[src/rtl/debug_dump_tx_pkg.sv]
// Shared types and sizing helpers for the debug dump transmit path.
package debug_dump_tx_pkg;

  typedef enum logic [1:0] {
    SEC_PC,
    SEC_CYC,
    SEC_REG,
    SEC_MEM
  } section_e;

  typedef enum logic [2:0] {
    ST_IDLE,
    ST_ADDR,
    ST_CAPT,
    ST_XMIT,
    ST_NEXT,
    ST_DONE
  } dump_state_e;

  typedef enum logic [1:0] {
    TX_IDLE,
    TX_SEND,
    TX_WAIT
  } tx_state_e;

  localparam int unsigned DEF_BITS_SIZE     = 32;
  localparam int unsigned DEF_SIZE_TRAMA    = 8;
  localparam int unsigned DEF_N_REGISTERS   = 32;
  localparam int unsigned DEF_SIZE_MEM_DATA = 16;

  function automatic int unsigned dump_words(input int unsigned n_regs, input int unsigned n_mem);
    return 2 + n_regs + n_mem;
  endfunction

  function automatic int unsigned bytes_per_word(input int unsigned bits, input int unsigned frame);
    return bits / frame;
  endfunction

  localparam int unsigned DUMP_WORDS     = dump_words(DEF_N_REGISTERS, DEF_SIZE_MEM_DATA);
  localparam int unsigned BYTES_PER_WORD = bytes_per_word(DEF_BITS_SIZE, DEF_SIZE_TRAMA);

endpackage

[src/rtl/debug_dump_tx_word_to_bytes_tx.sv]
// Serialises one captured word into UART frames, low byte first, using the
// transmitter's start/done handshake.
module word_to_bytes_tx
  import debug_dump_tx_pkg::*;
#(
  parameter int unsigned BITS_SIZE  = DEF_BITS_SIZE,
  parameter int unsigned SIZE_TRAMA = DEF_SIZE_TRAMA
) (
  input  logic                  clk_i,
  input  logic                  reset_i,
  input  logic                  load_i,
  input  logic [BITS_SIZE-1:0]  word_i,
  input  logic                  tx_done_i,
  output logic                  start_o,
  output logic [SIZE_TRAMA-1:0] data_o,
  output logic                  word_done_o
);

  localparam int unsigned BYTES = bytes_per_word(BITS_SIZE, SIZE_TRAMA);
  localparam int unsigned CNT_W = (BYTES > 1) ? $clog2(BYTES) : 1;

  tx_state_e            state_q, state_d;
  logic [BITS_SIZE-1:0] shreg_q, shreg_d;
  logic [CNT_W-1:0]     cnt_q,   cnt_d;

  // State, shift register and byte counter.
  always_ff @(posedge clk_i) begin
    if (reset_i) begin
      state_q <= TX_IDLE;
      shreg_q <= '0;
      cnt_q   <= '0;
    end else begin
      state_q <= state_d;
      shreg_q <= shreg_d;
      cnt_q   <= cnt_d;
    end
  end

  // Load, one-cycle start pulse, then wait for done; shift only between bytes
  // so the last byte stays on the data lines after the word completes.
  always_comb begin
    state_d     = state_q;
    shreg_d     = shreg_q;
    cnt_d       = cnt_q;
    start_o     = 1'b0;
    word_done_o = 1'b0;
    unique case (state_q)
      TX_IDLE: begin
        if (load_i) begin
          shreg_d = word_i;
          cnt_d   = '0;
          state_d = TX_SEND;
        end
      end
      TX_SEND: begin
        start_o = 1'b1;
        state_d = TX_WAIT;
      end
      TX_WAIT: begin
        if (tx_done_i) begin
          if (cnt_q == CNT_W'(BYTES - 1)) begin
            word_done_o = 1'b1;
            state_d     = TX_IDLE;
          end else begin
            shreg_d = shreg_q >> SIZE_TRAMA;
            cnt_d   = cnt_q + CNT_W'(1);
            state_d = TX_SEND;
          end
        end
      end
      default: state_d = TX_IDLE;
    endcase
  end

  assign data_o = shreg_q[SIZE_TRAMA-1:0];

endmodule

[src/rtl/debug_dump_tx.sv]
// Dump sequencer: walks PC, cycle count, register file and data memory and
// hands each word to the byte serialiser.
module debug_dump_tx
  import debug_dump_tx_pkg::*;
#(
  parameter int unsigned BITS_SIZE     = DEF_BITS_SIZE,
  parameter int unsigned SIZE_TRAMA    = DEF_SIZE_TRAMA,
  parameter int unsigned N_REGISTERS   = DEF_N_REGISTERS,
  parameter int unsigned SIZE_MEM_DATA = DEF_SIZE_MEM_DATA
) (
  input  logic                           i_clk,
  input  logic                           i_reset,
  input  logic                           i_start,
  input  logic [BITS_SIZE-1:0]           i_mips_pc,
  input  logic [BITS_SIZE-1:0]           i_clk_wiz_count,
  input  logic [BITS_SIZE-1:0]           i_data_bankregisters,
  input  logic [BITS_SIZE-1:0]           i_data_mem,
  input  logic                           i_uart_tx_done,
  output logic [$clog2(N_REGISTERS)-1:0] o_select_addr_registers,
  output logic [BITS_SIZE-1:0]           o_select_addr_memdata,
  output logic                           o_flag_tx_ready,
  output logic [SIZE_TRAMA-1:0]          o_uart_tx_data,
  output logic                           o_busy,
  output logic                           o_done
);

  localparam int unsigned REG_AW = $clog2(N_REGISTERS);
  localparam int unsigned IDX_W  = $clog2((N_REGISTERS > SIZE_MEM_DATA) ? N_REGISTERS : SIZE_MEM_DATA);
  localparam logic [IDX_W-1:0] REG_LAST = IDX_W'(N_REGISTERS - 1);
  localparam logic [IDX_W-1:0] MEM_LAST = IDX_W'(SIZE_MEM_DATA - 1);

  dump_state_e          state_q, state_d;
  section_e             sec_q, sec_d;
  logic [IDX_W-1:0]     idx_q, idx_d;
  logic [REG_AW-1:0]    reg_addr_q, reg_addr_d;
  logic [BITS_SIZE-1:0] mem_addr_q, mem_addr_d;
  logic [IDX_W-1:0]     idx_inc;
  logic [BITS_SIZE-1:0] cap_word;
  logic                 load;
  logic                 word_done;

  assign idx_inc = idx_q + IDX_W'(1);

  // Sequencer state, section/index counters and held select addresses.
  always_ff @(posedge i_clk) begin
    if (i_reset) begin
      state_q    <= ST_IDLE;
      sec_q      <= SEC_PC;
      idx_q      <= '0;
      reg_addr_q <= '0;
      mem_addr_q <= '0;
    end else begin
      state_q    <= state_d;
      sec_q      <= sec_d;
      idx_q      <= idx_d;
      reg_addr_q <= reg_addr_d;
      mem_addr_q <= mem_addr_d;
    end
  end

  // Next state; select addresses are updated on the NEXT->ADDR transition so
  // they are valid throughout ADDR, giving the read ports one cycle of latency.
  always_comb begin
    state_d    = state_q;
    sec_d      = sec_q;
    idx_d      = idx_q;
    reg_addr_d = reg_addr_q;
    mem_addr_d = mem_addr_q;
    load       = 1'b0;
    unique case (state_q)
      ST_IDLE: begin
        if (i_start) begin
          sec_d   = SEC_PC;
          idx_d   = '0;
          state_d = ST_ADDR;
        end
      end
      ST_ADDR: state_d = ST_CAPT;
      ST_CAPT: begin
        load    = 1'b1;
        state_d = ST_XMIT;
      end
      ST_XMIT: begin
        if (word_done) state_d = ST_NEXT;
      end
      ST_NEXT: begin
        state_d = ST_ADDR;
        unique case (sec_q)
          SEC_PC: begin
            sec_d = SEC_CYC;
            idx_d = '0;
          end
          SEC_CYC: begin
            sec_d      = SEC_REG;
            idx_d      = '0;
            reg_addr_d = '0;
          end
          SEC_REG: begin
            if (idx_q == REG_LAST) begin
              sec_d      = SEC_MEM;
              idx_d      = '0;
              mem_addr_d = '0;
            end else begin
              idx_d      = idx_inc;
              reg_addr_d = idx_inc[REG_AW-1:0];
            end
          end
          SEC_MEM: begin
            if (idx_q == MEM_LAST) begin
              state_d = ST_DONE;
            end else begin
              idx_d      = idx_inc;
              mem_addr_d = BITS_SIZE'(idx_inc);
            end
          end
        endcase
      end
      ST_DONE: state_d = ST_IDLE;
      default: state_d = ST_IDLE;
    endcase
  end

  // Source word for the current section, sampled by the serialiser in CAPT.
  always_comb begin
    cap_word = '0;
    unique case (sec_q)
      SEC_PC:  cap_word = i_mips_pc;
      SEC_CYC: cap_word = i_clk_wiz_count;
      SEC_REG: cap_word = i_data_bankregisters;
      SEC_MEM: cap_word = i_data_mem;
    endcase
  end

  word_to_bytes_tx #(
    .BITS_SIZE (BITS_SIZE),
    .SIZE_TRAMA(SIZE_TRAMA)
  ) u_word_to_bytes_tx (
    .clk_i      (i_clk),
    .reset_i    (i_reset),
    .load_i     (load),
    .word_i     (cap_word),
    .tx_done_i  (i_uart_tx_done),
    .start_o    (o_flag_tx_ready),
    .data_o     (o_uart_tx_data),
    .word_done_o(word_done)
  );

  assign o_select_addr_registers = reg_addr_q;
  assign o_select_addr_memdata   = mem_addr_q;
  assign o_busy = (state_q != ST_IDLE) && (state_q != ST_DONE);
  assign o_done = (state_q == ST_DONE);

endmodule

[config.mk]
export PLATFORM = sky130hd
export DESIGN_NAME = debug_dump_tx
export DESIGN_NICKNAME = d
export VERILOG_FILES = /design/src/rtl/debug_dump_tx_pkg.sv /design/src/rtl/debug_dump_tx_word_to_bytes_tx.sv /design/src/rtl/debug_dump_tx.sv
export SDC_FILE = /design/constraint.sdc
export NUM_CORES = 1
export LEC_CHECK = 0
export BUFFER_PORTS_ARGS = -buffer_cell sky130_fd_sc_hd__buf_4
export CAP_MARGIN = 40
export CORE_UTILIZATION = 40
export CTS_BUF_LIST = sky130_fd_sc_hd__clkbuf_8
export DETAILED_ROUTE_END_ITERATION = 12
export PLACE_DENSITY = 0.72
export SLEW_MARGIN = 0
export SYNTH_ARGS = -nofsm -noshare
export SYNTH_HDL_FRONTEND = slang
export SYNTH_SLANG_ARGS = --single-unit
[constraint.sdc]
create_clock -name i_clk -period 3.95 [get_ports i_clk]
set_input_delay 0.79 -clock i_clk [delete_from_list [all_inputs] [get_ports i_clk]]
set_output_delay 0.79 -clock i_clk [all_outputs]
set_load 0.01 [all_outputs]
# == Word level (Yosys, flattened, before mapping) ==
# Cells that the tools add are included.
# totals
register_bits,83
input_bits,132
out_inout_bits,48
# classes
addsub,2
n_eq_ne,25
n_mux,37
reduce_logical,17
# ops
operator,count
$mux W32,5
$pmux W32 S2,2
$pmux W32 S4,1
$mux W5,4
$pmux W5 S2,2
$pmux W3 S5,1
$pmux W5 S3,1
$mux W2,7
$ne A2 B2 Y1 const B,7
$mux W3,4
$pmux W2 S3,2
$reduce_and A4 Y1,3
$ne A3 B3 Y1 const B,3
$eq A2 B2 Y1 const B,4
$pmux W2 S2,2
$reduce_bool A2 Y1,4
$eq A3 B2 Y1 const B,2
$eq A3 B3 Y1 const B,2
$mux W1,6
$reduce_and A3 Y1,2
$add A5 B1 Y5 const B,1
$eq A5 B4 Y1 const B,1
$eq A5 B5 Y1 const B,1
$eq A2 B1 Y1 const B,2
other kinds (10),12

# == Logic depth before layout (Yosys ltp) ==
# logic_depth
depth_word,6
ltp_mapped,8

# == Modules after synthesis ==
# A second synthesis with hierarchy kept.
# unflattened
cells_unflattened,420
hier_area_um2,3806.2
# modules_own_cells
module,instances,cells_each,area_per_inst_um2
debug_dump_tx,1,263,2089.5
word_to_bytes_tx,1,157,1716.6

# == Worst setup path before layout ==
# Ideal clock, no wire load.
# synth_timing
kind,register to register
start,register idx_q[0]
end,"register mem_addr_q[4], in the netlist o_select_addr_memdata[4]"
setup_time_ns,0.070
arrival_time_ns,2.063
t_required_ns,3.880
setup_slack_ns,1.818
path_stages_with_launch,9
n_path_buf,1
path_cell_list,dfxtp_1 > ha_1 > and3_1 > ha_1 > nor2b_1 > or4b_1 > buf_2 > or3_1 > a21oi_1
# synth_via
elab_chain_cells,3
elab_cells_between_ends,8
cone_classes,add/sub: 1; eq/ne: 4; mux: 2; reduce/logical: 1
# synth_lines
element,line_no,text
"start, declared",debug_dump_tx.sv:34,"logic [IDX_W-1:0] idx_q, idx_d;"
"start signal, assigned",debug_dump_tx.sv:55,idx_q <= idx_d;
"$add A5 B1 Y5, or another cell as far along",debug_dump_tx.sv:42,assign idx_inc = idx_q + IDX_W'(1);
$mux W32 or $ne A2 B2 Y1 (tied branches),-,
$pmux W32 S2 or $reduce_and A4 Y1 (tied branches),-,
"end signal, assigned",debug_dump_tx.sv:57,mem_addr_q <= mem_addr_d;
"end, declared",debug_dump_tx.sv:36,"logic [BITS_SIZE-1:0] mem_addr_q, mem_addr_d;"
# Parallel ways exist; a longest one is shown, timed or not. The select of a mux whose other input is x is not followed.
# A chain may end at the register's enable or synchronous reset.

# == Final worst setup path ==
# layout_timing
start,register sec_q[0]
end,register u_word_to_bytes_tx.shreg_q[23]
# layout_via
elab_chain_cells,4
elab_cells_between_ends,7
cone_classes,eq/ne: 3; mux: 3; reduce/logical: 1
# layout_lines
element,line_no,text
"start, declared",debug_dump_tx.sv:33,"section_e sec_q, sec_d;"
"start signal, assigned",debug_dump_tx.sv:48,sec_q <= SEC_PC;
"start signal, assigned",debug_dump_tx.sv:54,sec_q <= sec_d;
"$eq A2 B2 Y1, or another cell as far along",debug_dump_tx.sv:126,unique case (sec_q)
$pmux W32 S4 *,debug_dump_tx.sv:126,
$mux W32 *,debug_dump_tx_word_to_bytes_tx.sv:49,if (load_i) begin
$pmux W32 S2 *,debug_dump_tx_word_to_bytes_tx.sv:47,unique case (state_q)
"end signal, assigned",debug_dump_tx_word_to_bytes_tx.sv:34,shreg_q <= shreg_d;
"end, declared",debug_dump_tx_word_to_bytes_tx.sv:23,"logic [BITS_SIZE-1:0] shreg_q, shreg_d;"
# Every way passes the cells marked *; elsewhere a longest branch is shown, timed or not. The select of a mux whose other input is x is not followed.

==> flow_summary.yaml <==
run_status:
  status: "finished clean"
logic_synthesis:
  ys_types: 49
  post_synth.cell_area_avg_sq_um: 7.86
  synth_warnings: 0
  ys_ff_latch: 56
  syn_inst: 445
  synthArstFlopShare_pct: 0
  synth-seq-area-share_pct: 32.1
  ys.flop_type: "dfxtp_1"
  yosysTopAreaCell: "dfxtp_1"
  synth_edf_count: 0
  synth_area_sq_um: 3500
  netlist.area_leader.share_pct: 32.1
  ys_top_cells_by_area: "dfxtp_1 32%, buf_4 7.9%, a221oi_1 6.0%, a22oi_1 5.8%, a211oi_1 5.4%"
clock_tree:
  numCtsBuffers: 5
  cts_sinks: 56
  path_clk_slew_ps: 100
  clk_path_buf_depth: 2
  cts_setup_buffers: 0
  insertion_delay_ps: 320
  cts-root-buf: "clkbuf_8"
  ctsHoldBuffers: 0
  cts_max_level: 2
  cts_tree: "done"
  cts_resized: 0
grt:
  grt_remaining_overflow: 0
  grt_pass1_vias: 3263
  grt_max_degree: 52
  grt_usage_pct: 21.9
  antenna_found_initial: 0
  grt_pass1_wl_microns: 15600
worst_setup_path:
  crit_required_ps: 4190
  worstPathArrival_ps: 2680
  criticalPathCategory: "flop to flop"
  r2r_start: "sec_q[0]$_SDFFE_PP0P_"
  critPathLaunch: "sec_q[0]$_SDFFE_PP0P_"
  start_kind: "flop"
  cp_max_fo: 24
  worstSetupEndpointType: "flop"
die:
  die_area_sq_um: 9120
  core_sq_um: 8340
  rows: 33
  die_h_microns: 95.5
  start_util_pct: 41.9
  ioPinCount: 180
  die_w_microns: 95.5
sta:
  setup_viol: 0
  period_needed_ps: 2440
  drv_slew: 0
  timing.hold.ws_ps: 461
  final.setup.tns_ps: 0
  rsz0062_at_grt: "false"
  max_clock_freq_ghz: 0.409
  hold_viol_final: 0
  period_share_pct: 61.9
  tightestPinTransition_ps: 878
  clock_skew_ps: 15.4
  slew-limit-headroom_pct: 41.5
worst_hold_path:
  hold_class: "flop to flop"
  worstHoldStart: "o_select_addr_memdata[0]$_SDFFE_PP0P_"
final_layout:
  ff_latch_area_sq_um: 1120
  areaGrowthSynthToFinish_pct: 31.7
  multi_input_area_sq_um: 1930
  diodes: 0
  nets: 705
  num-fill-cells: 767
  drive_above_1_share_pct: 32.0
routing:
  vias: 3646
  viasPerCell: 5.44
  antenna_left: 0
  routed_wl_microns: 10300
  avgRoutedWirePerCell_microns: 15.4
  first_iter_violations: 219
  first_pass_iters: 5
  drc: 0
placement:
  io_buffers: 152
  gp_congestion: 0.779
  detailed_place_hpwl_microns: 7740
power:
  ir_worst_vdd_uv: 156
  powerDensity_nw_per_um2: 272
  p_leak_uw: 0.00203
run:
  max-cap-violations: 0
-- cell families (layout without fill, tap and decap cells) --
group / after synthesis / after routing / synth area share, %
compound gates: 154 / 154 / 32.0
xor+xnor: 2 / 2 / 0.501
fa+ha+maj: 9 / 9 / 3.22
buf+inv: 104 / 198 / 15.7
flops: 56 / 56 / 32.1
mux: 1 / 1 / 0.322
other cells: 1 / 27 / 0.107
simple gates: 118 / 118 / 16.2
-- power breakdown --
group	internal, uW	switching (uW)
Combinational	156	132
Clock	130	203
Sequential	601	31.3
-- final timing paths --
check	end	slack, ps	cells past startpoint
setup / recovery	u_word_to_bytes_tx.shreg_q[23]$_SDFFE_PP0P_	1510	6
setup reg to reg	u_word_to_bytes_tx.shreg_q[23]$_SDFFE_PP0P_	1510	6
hold reg to reg	o_select_addr_memdata[0]$_SDFFE_PP0P_	460	2
hold / removal	o_select_addr_memdata[0]$_SDFFE_PP0P_	460	2
-- final cells by class --
cell class | instances | area share (%)
clock buffers | 5 | 1.49
clock inverters | 3 | 0.571
inverters | 30 | 2.45
multi-input cells | 311 | 41.9
flip-flops and latches | 56 | 24.3
well taps | 105 | 2.85
repair buffers | 160 | 26.4
-- synthesized netlist by cell type, drive strengths merged, types with 2 or more instances --
library cell	n
a21oi	37
nand2	21
or3	3
buf	41
nor2	40
nand3	6
a21o	2
a2bb2oi	3
clkbuf	33
or4b	2
o211ai	2
a221oi	24
ha	9
nor2b	3
nand2b	4
a222oi	8
o21ai	9
or3b	2
o32ai	2
a211oi	25
nor3	28
a22o	9
inv	30
dfxtp	56
or2	3
a22oi	27
-- metrics by stage --
step	area, sq um	setup WS [ps]	util [%]	power, uW	cells
after global placement	4470	1310	53.6	924	659
after floorplan	3590	1820	-	808	471
after CTS	4600	1490	55.1	1260	669
final	4600	1510	55.2	1250	670
after detailed placement	4500	1520	54.0	932	661
after global routing	4600	1300	55.2	1330	670
-- state kept, by name (all words and copies together), names as in the netlist --
name                        count
u_word_to_bytes_tx.cnt_q        2
state_q                         3
o_select_addr_memdata           5
idx_q                           5
o_select_addr_registers         5
u_word_to_bytes_tx.shreg_q     32
sec_q                           2
u_word_to_bytes_tx.state_q      2
-- worst max-delay path, cell delays in order (launching register included) --
cell and delay, ps:
dfxtp_1 410, ha_1 570, buf_4 390, a21oi_1 110
a221oi_1 580, a211oi_1 100, nor3_1 190
-- per-layer routing --
metal	global-route usage [%]	routed length, microns
met2	38.5	5120
met1	27.2	4250
met5	0	0
met3	4.39	827
met4	5.47	139
-- cells in the final DEF, fill, tap and decap left out, drive strengths merged, types with 2 or more instances in the layout --
cell type,netlist,final
clkbuf,33,5
a2bb2oi,3,3
a211oi,25,25
o21ai,9,9
nor2b,3,3
nand2,21,21
or2,3,3
nor3,28,28
clkinvlp,0,2
conb,1,27
a22oi,27,27
buf,41,160
dfxtp,56,56
a21oi,37,37
a22o,9,9
or3,3,3
inv,30,31
nand3,6,6
or3b,2,2
o32ai,2,2
o211ai,2,2
a222oi,8,8
ha,9,9
a221oi,24,24
nor2,40,40
nand2b,4,4
a21o,2,2
or4b,2,2
No activity file was read; power rests on OpenSTA's default activity.
